==> config.mk <==
export PLATFORM = sky130hd
export DESIGN_NAME = mult_share_arbiter
export DESIGN_NICKNAME = d
export VERILOG_FILES = /design/src/rtl/mult_share_pkg.sv /design/src/rtl/mult_pipe.sv /design/src/rtl/mult_share_arbiter.sv
export SDC_FILE = /design/constraint.sdc
export NUM_CORES = 2
export LEC_CHECK = 0
export BUFFER_PORTS_ARGS = -buffer_cell sky130_fd_sc_hd__buf_2
export CORE_ASPECT_RATIO = 1.5
export CORE_MARGIN = 2
export CORE_UTILIZATION = 50
export CTS_BUF_LIST = sky130_fd_sc_hd__clkbuf_8
export CTS_CLUSTER_DIAMETER = 50
export DETAILED_ROUTE_END_ITERATION = 12
export PLACE_DENSITY = 0.69
export SLEW_MARGIN = 40
export SYNTH_ARGS = -nofsm -noshare
export SYNTH_HDL_FRONTEND = slang
export SYNTH_HIERARCHICAL = 1
export SYNTH_SLANG_ARGS = --single-unit
==> constraint.sdc <==
create_clock -name clk -period 10.7 [get_ports clk]
set_clock_uncertainty 0.15 [all_clocks]
set_input_delay 0.535 -clock clk [delete_from_list [all_inputs] [get_ports clk]]
set_output_delay 0.535 -clock clk [all_outputs]
set_load 0.03 [all_outputs]
==> src/rtl/mult_share_pkg.sv <==
// rtl/mult_share_pkg.sv - shared constants and types for the shared multiplier block
// Contents: OP_W/PROD_W operand and product widths, ID_MAX_W widest requester tag,
//           mult_op_t operand pair, mult_rsp_t tagged product.
package mult_share_pkg;

    localparam int OP_W     = 32;
    localparam int PROD_W   = 64;
    localparam int ID_MAX_W = 4;

    typedef struct packed {
        logic [OP_W-1:0] a;
        logic [OP_W-1:0] b;
    } mult_op_t;

    typedef struct packed {
        logic [PROD_W-1:0]   prod;
        logic [ID_MAX_W-1:0] id;
    } mult_rsp_t;

endpackage

==> src/rtl/mult_pipe.sv <==
// rtl/mult_pipe.sv - LAT-stage 32x32 multiplier with valid/id sideband and advance enable
// Macro: MULT_SHARE_SIGNED_EN selects two's-complement arithmetic (default unsigned).
// Ports: clk, rst_n (sync active-low); adv moves every stage; in_valid/in_op/in_id enter
//        stage 1; out_valid/out_data/out_id come straight from the last stage registers;
//        busy is the OR of all stage valid bits.
module mult_pipe
    import mult_share_pkg::*;
#(
    parameter int LAT  = 2,
    parameter int ID_W = 2
) (
    input  logic              clk,
    input  logic              rst_n,
    input  logic              adv,
    input  logic              in_valid,
    input  mult_op_t          in_op,
    input  logic [ID_W-1:0]   in_id,
    output logic              out_valid,
    output logic [PROD_W-1:0] out_data,
    output logic [ID_W-1:0]   out_id,
    output logic              busy
);

    // Both operands are widened to PROD_W first, so the truncated 64x64 product is exact.
    function automatic logic [PROD_W-1:0] mul(input mult_op_t op);
        logic [PROD_W-1:0] wa;
        logic [PROD_W-1:0] wb;
`ifdef MULT_SHARE_SIGNED_EN
        wa = {{(PROD_W-OP_W){op.a[OP_W-1]}}, op.a};
        wb = {{(PROD_W-OP_W){op.b[OP_W-1]}}, op.b};
`else
        wa = {{(PROD_W-OP_W){1'b0}}, op.a};
        wb = {{(PROD_W-OP_W){1'b0}}, op.b};
`endif
        return wa * wb;
    endfunction

    generate
        if (LAT == 1) begin : g_lat1
            // Single stage: the product itself is the only register.
            logic              v_q;
            logic [ID_W-1:0]   id_q;
            logic [PROD_W-1:0] prod_q;

            always_ff @(posedge clk) begin
                if (!rst_n) begin
                    v_q    <= 1'b0;
                    id_q   <= '0;
                    prod_q <= '0;
                end else if (adv) begin
                    v_q    <= in_valid;
                    id_q   <= in_id;
                    prod_q <= mul(in_op);
                end
            end

            assign out_valid = v_q;
            assign out_id    = id_q;
            assign out_data  = prod_q;
            assign busy      = v_q;
        end else begin : g_latn
            // Stage 1 holds operands; stage 2 multiplies; later stages only delay.
            logic [LAT-1:0]    v_q;
            logic [ID_W-1:0]   id_q   [LAT];
            mult_op_t          op_q;
            logic [PROD_W-1:0] prod_q [LAT-1];

            always_ff @(posedge clk) begin
                if (!rst_n) begin
                    v_q  <= '0;
                    op_q <= '0;
                    for (int i = 0; i < LAT; i++) id_q[i] <= '0;
                    for (int i = 0; i < LAT - 1; i++) prod_q[i] <= '0;
                end else if (adv) begin
                    v_q[0]    <= in_valid;
                    id_q[0]   <= in_id;
                    op_q      <= in_op;
                    prod_q[0] <= mul(op_q);
                    for (int i = 1; i < LAT; i++) begin
                        v_q[i]  <= v_q[i-1];
                        id_q[i] <= id_q[i-1];
                    end
                    for (int i = 1; i < LAT - 1; i++) prod_q[i] <= prod_q[i-1];
                end
            end

            assign out_valid = v_q[LAT-1];
            assign out_id    = id_q[LAT-1];
            assign out_data  = prod_q[LAT-2];
            assign busy      = |v_q;
        end
    endgenerate

endmodule

==> src/rtl/mult_share_arbiter.sv <==
// rtl/mult_share_arbiter.sv - round-robin sharing of one multiplier among N_REQ requesters
// Macro: MULT_SHARE_SIGNED_EN (passed through to mult_pipe) selects signed products.
// Ports: clk, rst_n (sync active-low); req_valid/req_ready/req_a/req_b per-requester
//        request handshake (32-bit lanes packed by index); rsp_valid/rsp_ready/rsp_data/
//        rsp_id tagged product output; busy when any pipeline stage is occupied.
module mult_share_arbiter
    import mult_share_pkg::*;
#(
    parameter int N_REQ = 4,
    parameter int LAT   = 2,
    parameter int ID_W  = $clog2(N_REQ)
) (
    input  logic                  clk,
    input  logic                  rst_n,
    input  logic [N_REQ-1:0]      req_valid,
    output logic [N_REQ-1:0]      req_ready,
    input  logic [N_REQ*OP_W-1:0] req_a,
    input  logic [N_REQ*OP_W-1:0] req_b,
    output logic                  rsp_valid,
    input  logic                  rsp_ready,
    output logic [PROD_W-1:0]     rsp_data,
    output logic [ID_W-1:0]       rsp_id,
    output logic                  busy
);

    logic [ID_W-1:0] ptr;
    logic [ID_W-1:0] winner;
    logic            found;
    logic            adv;
    logic            accept;
    mult_op_t        op;

    // The whole pipeline freezes only when a product is presented and refused.
    assign adv    = !(rsp_valid && !rsp_ready);
    assign accept = found && adv;

    // Scan from the farthest offset down so the lowest offset from ptr wins last.
    always_comb begin
        int idx;
        found  = 1'b0;
        winner = '0;
        for (int off = N_REQ - 1; off >= 0; off--) begin
            idx = int'(ptr) + off;
            if (idx >= N_REQ) idx = idx - N_REQ;
            if (req_valid[idx]) begin
                found  = 1'b1;
                winner = idx[ID_W-1:0];
            end
        end
    end

    always_comb begin
        req_ready = '0;
        if (accept) req_ready[winner] = 1'b1;
    end

    always_comb begin
        op.a = req_a[OP_W*winner +: OP_W];
        op.b = req_b[OP_W*winner +: OP_W];
    end

    always_ff @(posedge clk) begin
        if (!rst_n) begin
            ptr <= '0;
        end else if (accept) begin
            ptr <= (winner == ID_W'(N_REQ - 1)) ? '0 : winner + ID_W'(1);
        end
    end

    mult_pipe #(
        .LAT  (LAT),
        .ID_W (ID_W)
    ) u_pipe (
        .clk       (clk),
        .rst_n     (rst_n),
        .adv       (adv),
        .in_valid  (accept),
        .in_op     (op),
        .in_id     (winner),
        .out_valid (rsp_valid),
        .out_data  (rsp_data),
        .out_id    (rsp_id),
        .busy      (busy)
    );

endmodule

==> flow_metrics.env <==
export IMPL_clkTransAtPathRegs_ns=0.16
export IMPL_routed_wl_mm=127
export IMPL_first_pass_iters=7
export IMPL_slew_viol_final=0
export IMPL_vias=30600
export IMPL_fin_nets=5872
export IMPL_drc=0
export IMPL_synthesis_area_um2=40700
export IMPL_area_delta_synth_final_pct=6.54
export IMPL_r2r_end="u_pipe/g_latn.prod_q[0][62]$_SDFFCE_PN0P_"
export IMPL_hold_depth=5
export IMPL_multi_input_area_um2=32800
export IMPL_num_io_pins=335
export IMPL_ctsHoldBuffers=0
export IMPL_worst_pin_slew_ns=0.887
export IMPL_path_class="flip-flop to flip-flop"
export IMPL_synth_top_area_cell="fa_1"
export IMPL_synth_yosys_seq_area_share=0.0836
export IMPL_grt_use_total=0.314
export IMPL_postCtsSetupRepairBufs=0
export IMPL_synth_nets=5722
export IMPL_insertion_delay_ns=0.62
export IMPL_cts_tree="done"
export IMPL_min_period_over_period=0.822
export IMPL_fill_cells=7400
export IMPL_max_cap_violations=0
export IMPL_place_congestion=0.944
export IMPL_cts_root_buf="clkbuf_8"
export IMPL_arrival_ns=9.04
export IMPL_period_needed_ns=8.79
export IMPL_setup_worst_path_start_class="flip-flop"
export IMPL_seq_area_um2=3460
export IMPL_syn_avg_cell_area_um2=9.46
export IMPL_synth_top_family_by_area="adder cells"
export IMPL_synth_fa_ha_area_frac=0.522
export IMPL_dieArea_um2=83700
export IMPL_finalSetupViolations=0
export IMPL_synth_cell_types=75
export IMPL_max_clock_path_buffers=2
export IMPL_first_iter_violations=1876
export IMPL_fp_dieW_um=237
export IMPL_cp_end_kind="flip-flop"
export IMPL_viasPerCell=5.56
export IMPL_yosysWarnings=6
export IMPL_die_h_um=353
export IMPL_coreArea_um2=80900
export IMPL_r2r_slack_ns=1.91
export IMPL_synthMuxAreaShare=0.0647
export IMPL_hp_start="req_b[30]"
export IMPL_cts_resized=0
export IMPL_synthFlopType="edfxtp_1"
export IMPL_cts_buffers=17
export IMPL_grt_met3_usage=0.0549
export IMPL_crit_fanout=18
export IMPL_timing_fmax_mhz=114
export IMPL_synthSimpleGateAreaFrac=0.169
export IMPL_wl_per_cell_um=23.1
export IMPL_port_buffers=334
export IMPL_drive_above_1_share=0.108
export IMPL_antenna_found_initial=3
export IMPL_synth_edf_count=68
export IMPL_grt_overflow=0
export IMPL_r2r_start="u_pipe/g_latn.op_q[13]$_SDFFE_PN0P_"
export IMPL_placementRows=128
export IMPL_async_reset_ff_frac=0
export IMPL_clkSinkCount=136
export IMPL_grt_pass1_wl_mm=194
export IMPL_synth_compound_area_frac=0.0358
export IMPL_yosys_top_cells_area="fa_1, and2_1, ha_1, inv_1, mux2i_1"
export IMPL_yosysTopAreaCellShare=0.441
export IMPL_initial_core_util=0.503
export IMPL_grt_max_degree=70
export IMPL_grt_pass1_vias=33800
export IMPL_ff2ff_path_depth=22
export IMPL_hold_end="u_pipe/g_latn.op_q[30]$_SDFFE_PN0P_"
export IMPL_setup_tns_final_ns=0
export IMPL_rsz0062_at_grt="no"
export IMPL_finalHoldViolCount=0
export IMPL_synthCells=4299
export IMPL_ant_nets=0
export IMPL_max_slew_margin=0.409
export IMPL_synth_xor_area_frac=0.0123
export IMPL_cp_required_ns=10.95
export IMPL_hpwlAfterDp_mm=101
export IMPL_hold_class="primary input to flip-flop"
export IMPL_met2_usage=0.551
export IMPL_status="finished, final reports clean"
export IMPL_htree_levels=4
export IMPL_grt_busiest_layer="met2"
export IMPL_use_met1=0.311
export IMPL_synth_seq_cells=136
-- synth_stat cells (4+ instances only) --
| master | instances |
|---|---|
| a21oi_1 | 71 |
| a31oi_1 | 8 |
| nor4_1 | 4 |
| clkbuf_1 | 234 |
| o21ai_1 | 5 |
| and2_1 | 603 |
| nand2b_1 | 8 |
| fa_1 | 896 |
| or3_1 | 4 |
| bufbuf_8 | 5 |
| mux2i_1 | 263 |
| nor2_1 | 80 |
| or2_2 | 8 |
| inv_1 | 869 |
| xor2_1 | 17 |
| nand3_1 | 10 |
| buf_4 | 8 |
| ha_1 | 264 |
| o21bai_1 | 15 |
| and3_1 | 17 |
| nor3_1 | 11 |
| nor2b_1 | 73 |
| xnor2_1 | 40 |
| buf_12 | 11 |
| o21a_1 | 5 |
| nand4_1 | 14 |
| nand2_1 | 480 |
| a211oi_1 | 4 |
| a21o_1 | 32 |
| o21ai_0 | 45 |
| dfxtp_1 | 68 |
| edfxtp_1 | 68 |
-- layout by cell type (no fill, tap or decap), types with 6 or more instances in the layout --
cell type	netlist	routed
nor2_1	80	80
fa_1	896	896
nand2_1	480	479
ha_1	264	264
o21bai_1	15	15
edfxtp_1	68	68
xnor2_1	40	40
nand4_1	14	14
clkbuf_8	0	17
mux2i_1	263	263
xor2_1	17	17
a31oi_1	8	8
dfxtp_1	68	39
nor3_1	11	11
dfxtp_2	0	22
nor2b_1	73	73
a21o_1	32	32
and2_1	603	603
or2_2	8	8
o21ai_0	45	45
buf_4	8	60
buf_2	3	334
dfxtp_4	0	7
inv_6	0	6
nand3_1	10	10
and3_1	17	17
a21oi_1	71	71
inv_1	869	869
nand2b_1	8	6
-- area by class of cell --
class / count / share of cell area
antenna: 4 / 0.000231
clock buffer: 17 / 0.00540
clock inverter: 15 / 0.00401
inverter: 869 / 0.0752
multi-input combinational: 3028 / 0.756
sequential: 136 / 0.0797
tap: 1040 / 0.0300
timing repair buffer: 397 / 0.0497
-- worst max-delay path by stage --
stage	from	slack, ns	depth (start not counted)	to
after floorplan	u_pipe/g_latn.op_q[57]$_SDFFE_PN0P_	3.10	27	u_pipe/g_latn.prod_q[0][60]$_SDFFCE_PN0P_
after global placement	u_pipe/g_latn.op_q[16]$_SDFFE_PN0P_	2.15	26	u_pipe/g_latn.prod_q[0][60]$_SDFFCE_PN0P_
after detailed placement	u_pipe/g_latn.op_q[51]$_SDFFE_PN0P_	2.13	26	u_pipe/g_latn.prod_q[0][60]$_SDFFCE_PN0P_
after CTS	u_pipe/g_latn.op_q[13]$_SDFFE_PN0P_	2.07	26	u_pipe/g_latn.prod_q[0][60]$_SDFFCE_PN0P_
after global routing	u_pipe/g_latn.op_q[13]$_SDFFE_PN0P_	1.59	25	u_pipe/g_latn.prod_q[0][60]$_SDFFCE_PN0P_
final	u_pipe/g_latn.op_q[13]$_SDFFE_PN0P_	1.91	22	u_pipe/g_latn.prod_q[0][62]$_SDFFCE_PN0P_
-- critical path, cell delays in order (launching register included) --
cell and delay, ns:
dfxtp_1 0.84, buf_4 0.38, and2_1 0.18, fa_1 0.41, inv_1 0.09, fa_1 0.44, fa_1 0.52, fa_1 0.60
inv_1 0.08, fa_1 0.55, fa_1 0.43, fa_1 0.51, fa_1 0.41, ha_1 0.43, and3_1 0.25, nand4_1 0.16
or2_2 0.36, nor4_1 0.27, o21ai_0 0.33, a21oi_1 0.40, a21oi_1 0.20, o21ai_0 0.28, mux2i_1 0.28
-- cell families (layout without fill, tap and decap cells) --
logic type,after synthesis,after routing
flip-flops,136,136
buffers and inverters,1135,1298
adder cells (fa/ha/maj),1160,1160
other,0,4
AO/OA/AOI/OAI,225,225
XOR/XNOR,57,57
multiplexers,263,263
AND/OR/NAND/NOR,1323,1323
-- through the flow --
stage / cells / hold WS, ns / cell area (um^2) / setup slack, ns / util
2_1_floorplan: 4299 / 0.348 / 40700 / 3.10 / -
3_3_place_gp: 5470 / 0.348 / 42900 / 2.15 / 0.530
3_5_place_dp: 5470 / 0.365 / 42900 / 2.13 / 0.531
4_1_cts: 5502 / 0.195 / 43300 / 2.07 / 0.536
5_1_grt: 5504 / 0.276 / 43300 / 1.59 / 0.536
6_report: 5506 / 0.262 / 43400 / 1.91 / 0.536
-- registers in the layout (all words and copies together), names as in the netlist --
name                  flops
u_pipe/g_latn.v_q         2
u_pipe/g_latn.op_q       64
u_pipe/g_latn.prod_q     64
ptr                       2
u_pipe/g_latn.id_q        4
-- metal layers --
layer	vias up	routed length (um)
met4	0	14700
met5	-	0
met2	1326	65400
li1	13100	-
met1	15600	40000
met3	572	7290
Power is left out: the tool's default activity adds up to more than one toggle a clock period on the data nets, which glitch-free logic cannot reach.
